## config.mk

```make
export PLATFORM = sky130hd
export DESIGN_NAME = mc_ctrl_flat
export DESIGN_NICKNAME = d
export VERILOG_FILES = /design/src/rtl/mc_ctrl_if.sv /design/src/rtl/mc_ctrl.sv /design/src/flat_wrapper.sv
export SDC_FILE = /design/constraint.sdc
export NUM_CORES = 1
export LEC_CHECK = 0
export CAP_MARGIN = 10
export CORE_UTILIZATION = 45
export DETAILED_ROUTE_END_ITERATION = 8
export PLACE_DENSITY = 0.86
export SYNTH_ARGS = -nofsm -noshare
export SYNTH_HDL_FRONTEND = slang
export SYNTH_SLANG_ARGS = --single-unit
```

## constraint.sdc

```tcl
create_clock -name clk -period 7.6 [get_ports clk]
set_clock_uncertainty 0.05 [all_clocks]
set_input_delay 2.28 -clock clk [delete_from_list [all_inputs] [get_ports clk]]
set_output_delay 2.28 -clock clk [all_outputs]
set_load 0.01 [all_outputs]
```

## src/rtl/mc_ctrl_if.sv

```systemverilog
// Control bundle between the multi-cycle controller and the shared MIPS datapath.
// master = controller side, slave = datapath side.
interface mc_ctrl_if;
    logic [5:0] Op;
    logic [5:0] Funct;
    logic       Zero;
    logic       mem_ready;
    logic       PCWrite;
    logic       IRWrite;
    logic       IorD;
    logic       MemRead;
    logic       MemWrite;
    logic       RegWrite;
    logic       EXTOp;
    logic       ALUSrcA;
    logic [1:0] ALUSrcB;
    logic [3:0] ALUOp;
    logic [1:0] NPCOp;
    logic [1:0] GPRSel;
    logic [1:0] WDSel;
    logic [3:0] state;
    logic       instr_done;
    logic       illegal_op;

    modport master (
        input  Op, Funct, Zero, mem_ready,
        output PCWrite, IRWrite, IorD, MemRead, MemWrite, RegWrite, EXTOp,
               ALUSrcA, ALUSrcB, ALUOp, NPCOp, GPRSel, WDSel, state,
               instr_done, illegal_op
    );

    modport slave (
        output Op, Funct, Zero, mem_ready,
        input  PCWrite, IRWrite, IorD, MemRead, MemWrite, RegWrite, EXTOp,
               ALUSrcA, ALUSrcB, ALUOp, NPCOp, GPRSel, WDSel, state,
               instr_done, illegal_op
    );
endinterface

```

## src/rtl/mc_ctrl.sv

```systemverilog
// Multi-cycle MIPS control unit: sequences fetch/decode/execute/memory/write-back
// over a shared datapath, stalling on the unified memory ready handshake.
module mc_ctrl #(
    parameter bit MEMRDY_EN = 1'b1
) (
    input  logic       clk,
    input  logic       rstn,
    mc_ctrl_if.master  bus
);
    typedef enum logic [3:0] {
        S_FETCH  = 4'd0, S_DECODE = 4'd1, S_MEMADR = 4'd2, S_MEMRD = 4'd3,
        S_MEMWB  = 4'd4, S_MEMWR  = 4'd5, S_EXEC   = 4'd6, S_ALUWB = 4'd7,
        S_BRANCH = 4'd8, S_JUMP   = 4'd9
    } state_e;

    localparam logic [3:0] ALU_NOP = 4'd0, ALU_ADD = 4'd1, ALU_SUB = 4'd2,
                           ALU_AND = 4'd3, ALU_OR  = 4'd4, ALU_SLT = 4'd5,
                           ALU_SLTU = 4'd6, ALU_NOR = 4'd7, ALU_SLL = 4'd8,
                           ALU_LUI = 4'd9;

    state_e     state_q, state_d;
    logic       mem_rdy;
    logic       is_r, is_lw, is_sw, is_beq, is_j, is_jal, is_i;
    logic       r_alu, r_jr, r_jalr, exec_cls, jump_cls;
    logic [3:0] r_aluop, i_aluop;
    logic       i_ext;
    logic       pc_write, ir_write, iord, mem_read, mem_write, reg_write;
    logic       ext_op, alu_src_a, done, illegal;
    logic [1:0] alu_src_b, npc_op, gpr_sel, wd_sel;
    logic [3:0] alu_op;

    assign mem_rdy = MEMRDY_EN ? bus.mem_ready : 1'b1;
    assign is_r    = (bus.Op == 6'h00);
    assign is_lw   = (bus.Op == 6'h23);
    assign is_sw   = (bus.Op == 6'h2B);
    assign is_beq  = (bus.Op == 6'h04);
    assign is_j    = (bus.Op == 6'h02);
    assign is_jal  = (bus.Op == 6'h03);

    always_comb begin
        r_aluop = ALU_NOP;
        r_alu   = 1'b0;
        r_jr    = 1'b0;
        r_jalr  = 1'b0;
        case (bus.Funct)
            6'h20, 6'h21: begin r_aluop = ALU_ADD;  r_alu = 1'b1; end
            6'h22, 6'h23: begin r_aluop = ALU_SUB;  r_alu = 1'b1; end
            6'h24:        begin r_aluop = ALU_AND;  r_alu = 1'b1; end
            6'h25:        begin r_aluop = ALU_OR;   r_alu = 1'b1; end
            6'h27:        begin r_aluop = ALU_NOR;  r_alu = 1'b1; end
            6'h2A:        begin r_aluop = ALU_SLT;  r_alu = 1'b1; end
            6'h2B:        begin r_aluop = ALU_SLTU; r_alu = 1'b1; end
            6'h00:        begin r_aluop = ALU_SLL;  r_alu = 1'b1; end
            6'h08:        r_jr   = 1'b1;
            6'h09:        r_jalr = 1'b1;
            default:      ;
        endcase
    end

    // ori/andi zero-extend their immediate; the rest sign-extend
    always_comb begin
        is_i    = 1'b1;
        i_aluop = ALU_NOP;
        i_ext   = 1'b0;
        case (bus.Op)
            6'h08:   begin i_aluop = ALU_ADD; i_ext = 1'b1; end
            6'h0A:   begin i_aluop = ALU_SLT; i_ext = 1'b1; end
            6'h0F:   begin i_aluop = ALU_LUI; i_ext = 1'b1; end
            6'h0D:   i_aluop = ALU_OR;
            6'h0C:   i_aluop = ALU_AND;
            default: is_i = 1'b0;
        endcase
    end

    assign exec_cls = (is_r && r_alu) || is_i;
    assign jump_cls = is_j || is_jal || (is_r && (r_jr || r_jalr));

    always_comb begin
        state_d   = S_FETCH;
        pc_write  = 1'b0;
        ir_write  = 1'b0;
        iord      = 1'b0;
        mem_read  = 1'b0;
        mem_write = 1'b0;
        reg_write = 1'b0;
        ext_op    = 1'b0;
        alu_src_a = 1'b0;
        alu_src_b = 2'b00;
        alu_op    = ALU_NOP;
        npc_op    = 2'b00;
        gpr_sel   = 2'b00;
        wd_sel    = 2'b00;
        done      = 1'b0;
        illegal   = 1'b0;
        case (state_q)
            S_FETCH: begin
                mem_read  = 1'b1;
                alu_src_b = 2'b01;
                alu_op    = ALU_ADD;
                pc_write  = mem_rdy;
                ir_write  = mem_rdy;
                state_d   = mem_rdy ? S_DECODE : S_FETCH;
            end
            S_DECODE: begin
                alu_src_b = 2'b11;
                ext_op    = 1'b1;
                alu_op    = ALU_ADD;
                if (is_lw || is_sw)  state_d = S_MEMADR;
                else if (exec_cls)   state_d = S_EXEC;
                else if (is_beq)     state_d = S_BRANCH;
                else if (jump_cls)   state_d = S_JUMP;
                else begin
                    illegal = 1'b1;
                    done    = 1'b1;
                end
            end
            S_MEMADR: begin
                alu_src_a = 1'b1;
                alu_src_b = 2'b10;
                ext_op    = 1'b1;
                alu_op    = ALU_ADD;
                state_d   = is_sw ? S_MEMWR : S_MEMRD;
            end
            S_MEMRD: begin
                iord     = 1'b1;
                mem_read = 1'b1;
                state_d  = mem_rdy ? S_MEMWB : S_MEMRD;
            end
            S_MEMWB: begin
                reg_write = 1'b1;
                gpr_sel   = 2'b01;
                wd_sel    = 2'b01;
                done      = 1'b1;
            end
            S_MEMWR: begin
                iord      = 1'b1;
                mem_write = 1'b1;
                done      = mem_rdy;
                state_d   = mem_rdy ? S_FETCH : S_MEMWR;
            end
            // I-type ops also take rs on port A
            S_EXEC: begin
                alu_src_a = 1'b1;
                state_d   = S_ALUWB;
                if (is_r) begin
                    alu_op = r_aluop;
                end else begin
                    alu_src_b = 2'b10;
                    alu_op    = i_aluop;
                    ext_op    = i_ext;
                end
            end
            S_ALUWB: begin
                reg_write = 1'b1;
                gpr_sel   = is_r ? 2'b00 : 2'b01;
                done      = 1'b1;
            end
            S_BRANCH: begin
                alu_src_a = 1'b1;
                alu_op    = ALU_SUB;
                npc_op    = 2'b01;
                pc_write  = bus.Zero;
                done      = 1'b1;
            end
            S_JUMP: begin
                pc_write = 1'b1;
                done     = 1'b1;
                if (is_r) begin
                    npc_op = 2'b11;
                    if (r_jalr) begin
                        reg_write = 1'b1;
                        wd_sel    = 2'b10;
                    end
                end else begin
                    npc_op = 2'b10;
                    if (is_jal) begin
                        reg_write = 1'b1;
                        gpr_sel   = 2'b10;
                        wd_sel    = 2'b10;
                    end
                end
            end
            default: state_d = S_FETCH;
        endcase
    end

    always_ff @(posedge clk) begin
        if (!rstn) state_q <= S_FETCH;
        else       state_q <= state_d;
    end

    // Side-effecting strobes are gated by reset so a mid-instruction reset writes nothing
    assign bus.PCWrite    = pc_write  & rstn;
    assign bus.IRWrite    = ir_write  & rstn;
    assign bus.MemRead    = mem_read  & rstn;
    assign bus.MemWrite   = mem_write & rstn;
    assign bus.RegWrite   = reg_write & rstn;
    assign bus.instr_done = done      & rstn;
    assign bus.illegal_op = illegal   & rstn;
    assign bus.IorD       = iord;
    assign bus.EXTOp      = ext_op;
    assign bus.ALUSrcA    = alu_src_a;
    assign bus.ALUSrcB    = alu_src_b;
    assign bus.ALUOp      = alu_op;
    assign bus.NPCOp      = npc_op;
    assign bus.GPRSel     = gpr_sel;
    assign bus.WDSel      = wd_sel;
    assign bus.state      = state_q;
endmodule
```

## src/flat_wrapper.sv

```systemverilog
// flat-port wrapper written by rule: the top's interface ports become plain ports
module mc_ctrl_flat 
#(
    parameter bit MEMRDY_EN = 1'b1
)
  (clk, rstn, bus_Op, bus_Funct, bus_Zero, bus_mem_ready, bus_PCWrite, bus_IRWrite, bus_IorD, bus_MemRead, bus_MemWrite, bus_RegWrite, bus_EXTOp, bus_ALUSrcA, bus_ALUSrcB, bus_ALUOp, bus_NPCOp, bus_GPRSel, bus_WDSel, bus_state, bus_instr_done, bus_illegal_op);
  mc_ctrl_if bus_i ();
  input  logic clk;
  input  logic rstn;
  input wire logic [$bits(bus_i.Op)-1:0] bus_Op;
  input wire logic [$bits(bus_i.Funct)-1:0] bus_Funct;
  input wire logic [$bits(bus_i.Zero)-1:0] bus_Zero;
  input wire logic [$bits(bus_i.mem_ready)-1:0] bus_mem_ready;
  output wire logic [$bits(bus_i.PCWrite)-1:0] bus_PCWrite;
  output wire logic [$bits(bus_i.IRWrite)-1:0] bus_IRWrite;
  output wire logic [$bits(bus_i.IorD)-1:0] bus_IorD;
  output wire logic [$bits(bus_i.MemRead)-1:0] bus_MemRead;
  output wire logic [$bits(bus_i.MemWrite)-1:0] bus_MemWrite;
  output wire logic [$bits(bus_i.RegWrite)-1:0] bus_RegWrite;
  output wire logic [$bits(bus_i.EXTOp)-1:0] bus_EXTOp;
  output wire logic [$bits(bus_i.ALUSrcA)-1:0] bus_ALUSrcA;
  output wire logic [$bits(bus_i.ALUSrcB)-1:0] bus_ALUSrcB;
  output wire logic [$bits(bus_i.ALUOp)-1:0] bus_ALUOp;
  output wire logic [$bits(bus_i.NPCOp)-1:0] bus_NPCOp;
  output wire logic [$bits(bus_i.GPRSel)-1:0] bus_GPRSel;
  output wire logic [$bits(bus_i.WDSel)-1:0] bus_WDSel;
  output wire logic [$bits(bus_i.state)-1:0] bus_state;
  output wire logic [$bits(bus_i.instr_done)-1:0] bus_instr_done;
  output wire logic [$bits(bus_i.illegal_op)-1:0] bus_illegal_op;
  assign bus_i.Op = bus_Op;
  assign bus_i.Funct = bus_Funct;
  assign bus_i.Zero = bus_Zero;
  assign bus_i.mem_ready = bus_mem_ready;
  assign bus_PCWrite = bus_i.PCWrite;
  assign bus_IRWrite = bus_i.IRWrite;
  assign bus_IorD = bus_i.IorD;
  assign bus_MemRead = bus_i.MemRead;
  assign bus_MemWrite = bus_i.MemWrite;
  assign bus_RegWrite = bus_i.RegWrite;
  assign bus_EXTOp = bus_i.EXTOp;
  assign bus_ALUSrcA = bus_i.ALUSrcA;
  assign bus_ALUSrcB = bus_i.ALUSrcB;
  assign bus_ALUOp = bus_i.ALUOp;
  assign bus_NPCOp = bus_i.NPCOp;
  assign bus_GPRSel = bus_i.GPRSel;
  assign bus_WDSel = bus_i.WDSel;
  assign bus_state = bus_i.state;
  assign bus_instr_done = bus_i.instr_done;
  assign bus_illegal_op = bus_i.illegal_op;
  mc_ctrl #(.MEMRDY_EN(MEMRDY_EN)) u_core (.clk(clk), .rstn(rstn), .bus(bus_i));
endmodule
```

==> results.py, run 1 <==
metrics = {
    "timing": {
        "timing.final.crit_share_pct": 93.2,
        "transition_time_of_the_tightest_slew_check_pin_ps": 715,
        "fmax_mhz": 141,
        "finalHoldViolations": 0,
        "timing_max_transition_violations_final": 0,
        "grt_setup_unrepaired": "no",
        "fin_crit_ps": 7090,
        "headroom_to_the_max_slew_limit_pct": 52.3,
        "setup-tns-final_ps": 0,
        "setup_viol": 0,
    },
    "floorplan": {
        "die_h_um": 47.7,
        "fp.dieW_um": 47.7,
        "ios": 42,
        "die-area_um2": 2280,
        "placementRows": 16,
        "core-area_um2": 1960,
        "initial_utilization_pct": 48.0,
    },
    "yosys": {
        "synth_ff_type": "dfxtp_1",
        "syn-cell-area_um2": 941,
        "mappedNetlistNets": 161,
        "yosysTopAreaCellShare_pct": 8.51,
        "synth_top_family_by_area": "simple AND/OR/NAND/NOR gates",
        "post_synthesis_compound_gate_area_fraction_pct": 37.5,
        "synthCells": 145,
        "synth-edff-count": 0,
        "ys_types": 53,
        "netlist_top_cells_area": "dfxtp_1, nor2_1, nand2b_1, a21oi_1, o21ai_0",
        "post_synth_fa_ha_maj_area_fraction_pct": 0,
        "synthSimpleGateAreaFrac_pct": 45.1,
        "avgSynthCellArea_um2": 6.49,
        "post_synth_mux_area_share_pct": 1.06,
        "yosys.area_share.xor_xnor_pct": 0.931,
        "synth.yosys.seq_area_share_pct": 8.51,
        "synth.ff_latch_count": 4,
        "yosys.cell_count.top_type": "nor2_1",
        "synth_warnings": 0,
        "async_flop_share_pct": 0,
        "synthDominantAreaCellType": "dfxtp_1",
        "synthTopCellsByCount": "nor2_1, a21oi_1, nand2_1, nand2b_1, o21ai_0",
    },
    "cts": {
        "cts.reportedPaths.clkPinSlew_ps": 40,
        "cts-hold-fix-buffers": 0,
        "cts_max_level": 1,
        "cts.root.buffer_cell": "clkbuf_4",
        "cts_num_sinks": 4,
        "tritoncts": "yes",
        "post_cts_resize_count": 0,
        "clk-insertion-delay-late_ps": 250,
        "clk_path_buf_depth": 2,
        "cts-buffers-inserted": 3,
        "cts_setup_buffers": 0,
    },
    "setup_path": {
        "cp_num_cells": 6,
        "sequence_of_cells_on_the_critical_path": "clkdlybuf4s50_1 -> nor4_4 -> nand2_2 -> or4_4 -> o21ai_1 -> clkdlybuf4s50_1",
        "path_buf_inv": 2,
        "cp-end-kind": "output pin",
        "cpMaxStageDelayCell": "clkdlybuf4s50_1",
        "worst_setup_sp_type": "primary input",
        "worstPathArrival_ps": 4760,
        "criticalPathCategory": "primary input to output pin",
        "worstRegToRegCells": 4,
        "timing.critical_path.slowest_cell_delay_ps": 630,
        "crit_path_frequent_cell": "clkdlybuf4s50_1",
        "critPathRequiredTime_ps": 5270,
        "cp_top_family": "buffers and inverters",
        "critPathMaxFanout": 13,
    },
    "routing": {
        "route.detailed.drc": 0,
        "first_pass_iters": 4,
        "ratio_of_routed_vias_to_standard_cells": 6.08,
        "drt-wirelength-per-cell_um": 15.0,
        "route.vias.total": 1259,
        "routed_wl_um": 3100,
        "drt-initial-drc-count": 32,
        "antenna_violating_nets_post_route": 0,
    },
    "placed_design": {
        "detailedPlacementHpwl_um": 2360,
        "dpl_cells": 204,
        "routabilityCongestion": 0.866,
        "buffer_ports.inserted": 41,
    },
    "status": {
        "outcome": "complete, no violations",
    },
    "global_routing": {
        "first_global_vias": 1005,
        "grt_first_pass_wirelength_um": 4280,
        "maximum_number_of_pins_on_one_net_before_global_route_repair": 22,
        "grt_use_total_pct": 26.2,
        "number_of_antenna_violations_at_the_first_check_in_global_routing": 0,
        "globalRouteOverflowTotal": 0,
    },
    "min_path": {
        "min-delay-path-class": "flop to flop",
        "hold_depth": 2,
    },
    "power_and_ir_drop": {
        "pwr_total_mw": 0.0979,
        "power.density_cell_area_nw_per_um2": 71.5,
        "leakage_nw": 0.477,
        "peakVddDrop_uv": 72.1,
    },
    "run": {
        "max_cap_violations": 0,
    },
    "cells_and_area": {
        "layoutNonFillerInstCount": 207,
        "layout-area-overhead-vs-synth_pct": 45.5,
        "antenna_cells_inserted": 0,
        "layout-drive-gt1-share_pct": 5.00,
        "largest_register_ffs": 4,
        "fillers": 196,
        "nNetsFinal": 198,
    },
}
## logic make-up after synthesis
logic type | count (synthesis)
compound gates | 50
xor+xnor | 1
buf+inv | 16
flops | 4
mux | 1
simple gates | 73
## worst paths after layout
kind / start / end / slack, ps
worst max register to register: u_core.bus.state[0]$_SDFF_PN0_ / u_core.bus.state[0]$_SDFF_PN0_ / 5630
worst min-delay path: u_core.bus.state[0]$_SDFF_PN0_ / u_core.bus.state[0]$_SDFF_PN0_ / 870
worst max-delay path: bus_Op[2] / bus_ALUOp[0] / 510
worst min register to register: u_core.bus.state[0]$_SDFF_PN0_ / u_core.bus.state[0]$_SDFF_PN0_ / 870
## power by group
| group | switching, mW | leakage [nW] | internal (mW) |
|---|---|---|---|
| Combinational | 0.0229 | 0.431 | 0.0229 |
| Clock | 0.0100 | 0.0138 | 0.0177 |
| Sequential | 0.00266 | 0.0325 | 0.0217 |
## cells in the final DEF (no fill, tap or decap), types with 2 or more instances in the layout
cell type,Yosys,final
nor4_1,2,2
nand3_1,4,4
nor3b_1,3,3
a21oi_1,11,11
nand4_1,2,2
clkbuf_4,0,3
o31a_1,2,2
o21ai_0,9,9
nand2b_1,9,9
nor2_1,16,16
inv_1,7,7
nor2b_1,5,5
and3_1,2,2
a21o_1,2,2
o22a_1,2,2
clkdlybuf4s50_1,0,41
nor3_1,8,8
and2_1,4,4
o32ai_1,2,2
o211ai_1,3,3
dfxtp_1,4,4
nand2_1,9,9
## tightest hold or removal path, stage by stage, from the launching register on
cell     delay [ps]
dfxtp_1         460
o22a_1          280
o32ai_1         130
## routing by layer
layer  routed length (um)  part of all wire [%]  global-route usage (%)  vias to the layer above
li1                     -                     -                       -                      618
met3                  203                   6.6                    3.02                       12
met5                    0                     0                       0                        -
met2                 1500                    48                    44.6                       57
met1                 1320                    43                    32.7                      572
met4                   77                   2.5                    12.2                        0
## per-stage QoR
stage | util [%] | instance area [um^2] | hold WS [ps] | worst slack [ps]
finish | 69.8 | 1370 | 870 | 515
CTS | 69.8 | 1370 | 886 | 533
detailed placement | 68.6 | 1350 | 858 | 519
floorplan | - | 941 | 675 | 1730
global route | 69.8 | 1370 | 939 | 415
global placement | 68.6 | 1350 | 859 | 599
## area by class of cell
cell class / instances / area, um^2 / area share, %
repair buffers: 41 / 410 / 30.0
inverters: 7 / 26.3 / 1.92
clock buffers: 3 / 22.5 / 1.65
well taps: 27 / 33.8 / 2.47
flip-flops and latches: 4 / 80.1 / 5.85
multi-input cells: 125 / 796 / 58.1
Power figures use the tool's default switching activity.
==> run 2: changes to the inputs <==
- CORE_ASPECT_RATIO: default -> 0.8
==> run 2 against run 1 <==
  * Via count grew 0.48%
  * Final cell count down 1.4%
  * Sequential power barely moved
  * Final area shrank 0.27%
  * Highest routed layer unchanged
  * Largest cell class unchanged
  * Global-route usage rose by 1.1 points
  * Critical path depth did not move
  * Critical endpoint unchanged
  * First-iteration DRC count up 150%
==> results.py, run 2 (synthesized netlist as in run 1, its figures left out) <==
metrics = {
    "global_routing": {
        "maximum_number_of_pins_on_one_net_before_global_route_repair": 22,
        "grt_use_total_pct": 27.3,
        "globalRouteOverflowTotal": 0,
        "number_of_antenna_violations_at_the_first_check_in_global_routing": 0,
        "grt_first_pass_wirelength_um": 4650,
        "first_global_vias": 1022,
    },
    "setup_path": {
        "cp-end-kind": "output pin",
        "reg2reg_slack_ps": 5640,
        "critPathMaxFanout": 13,
        "worst_setup_sp_type": "primary input",
        "r2r_path_start": "u_core.bus.state[0]$_SDFF_PN0_",
        "critPathRequiredTime_ps": 5270,
        "criticalPathCategory": "primary input to output pin",
        "worst_setup_path_startpoint": "bus_Op[2]",
        "worstPathArrival_ps": 4780,
    },
    "routing": {
        "ratio_of_routed_vias_to_standard_cells": 6.20,
        "drt-wirelength-per-cell_um": 15.0,
        "first_pass_iters": 4,
        "routed_wl_um": 3060,
        "antenna_violating_nets_post_route": 0,
        "route.detailed.drc": 0,
        "route.vias.total": 1265,
        "drt-initial-drc-count": 79,
    },
    "timing": {
        "holdWs_ps": 871,
        "timing_max_transition_violations_final": 0,
        "fin_crit_ps": 7110,
        "transition_time_of_the_tightest_slew_check_pin_ps": 694,
        "setup-tns-final_ps": 0,
        "timing.final.crit_share_pct": 93.5,
        "grt_setup_unrepaired": "no",
        "finalHoldViolations": 0,
        "fmax_mhz": 141,
        "setup_viol": 0,
        "headroom_to_the_max_slew_limit_pct": 53.7,
    },
    "power_and_ir_drop": {
        "leakage_nw": 0.477,
        "peakVddDrop_uv": 145,
        "power.density_cell_area_nw_per_um2": 72.4,
        "pwr_total_mw": 0.0988,
    },
    "floorplan": {
        "die-area_um2": 2280,
        "initial_utilization_pct": 48.8,
        "fp.dieW_um": 53.1,
        "ios": 42,
        "die_h_um": 42.9,
        "core-area_um2": 1930,
        "placementRows": 14,
    },
    "cells_and_area": {
        "layout-drive-gt1-share_pct": 5.00,
        "postLayoutCellArea_um2": 1370,
        "final_cell_mix": "clkdlybuf4s50_1, nor2_1, a21oi_1",
        "finish.utilization_pct": 70.8,
        "antenna_cells_inserted": 0,
        "largest_register_ffs": 4,
        "layout-area-overhead-vs-synth_pct": 45.1,
        "nNetsFinal": 198,
        "final_common_cell": "clkdlybuf4s50_1",
    },
    "cts": {
        "cts-buffers-inserted": 3,
        "cts_setup_buffers": 0,
        "post_cts_resize_count": 0,
        "cts.reportedPaths.clkPinSlew_ps": 50,
        "cts_num_sinks": 4,
        "cts_max_level": 1,
        "tritoncts": "yes",
        "cts.root.buffer_cell": "clkbuf_4",
        "clk-insertion-delay-late_ps": 250,
        "cts-hold-fix-buffers": 0,
        "clk_path_buf_depth": 2,
    },
    "placed_design": {
        "detailedPlacementHpwl_um": 2300,
        "routabilityCongestion": 0.910,
        "buffer_ports.inserted": 41,
        "post_dp_cell_area_um2": 1340,
    },
    "run": {
        "max_cap_violations": 0,
    },
    "status": {
        "outcome": "complete, no violations",
    },
    "min_path": {
        "min-delay-path-class": "flop to flop",
        "worst_hold_startpoint": "u_core.bus.state[2]$_SDFF_PN0_",
    },
}
run 2: final cells by class:
class                   count  area (um^2)
multi-input cells         125          796
fillers                   171          562
repair buffers             41          410
flip-flops and latches      4         80.1
well taps                  24         30.0
inverters                   7         26.3
clock buffers               3         22.5
run 2: stage by stage:
step                std cells  setup WS [ps]
global placement          201            595
CTS                       204            504
finish                    204            491
floorplan                 145           1730
global route              204            408
detailed placement        201            507
run 2: power by group:
part           switching, mW  total (mW)  internal, mW  leakage (nW)
registers            0.00270      0.0244        0.0217        0.0325
clock network         0.0107      0.0285        0.0178        0.0138
logic                 0.0231      0.0460        0.0229         0.431
total                 0.0365      0.0988        0.0624         0.477
run 2: worst max-delay path: stages:
cell	delay, ps
clkdlybuf4s50_1	630
nor4_4	480
nand2_2	150
or4_4	540
o21ai_1	140
clkdlybuf4s50_1	550
run 2: worst paths after layout:
path	cells past startpoint	to
worst min-delay path	2	u_core.bus.state[2]$_SDFF_PN0_
worst min register to register	2	u_core.bus.state[2]$_SDFF_PN0_
worst max register to register	4	u_core.bus.state[0]$_SDFF_PN0_
worst max-delay path	6	bus_ALUOp[0]
run 2: routing by layer:
metal	share of wire, %	GRT usage (%)
met1	43	39.7
met4	1.0	2.63
met2	44	39.5
met5	0	0
met3	12	9.68
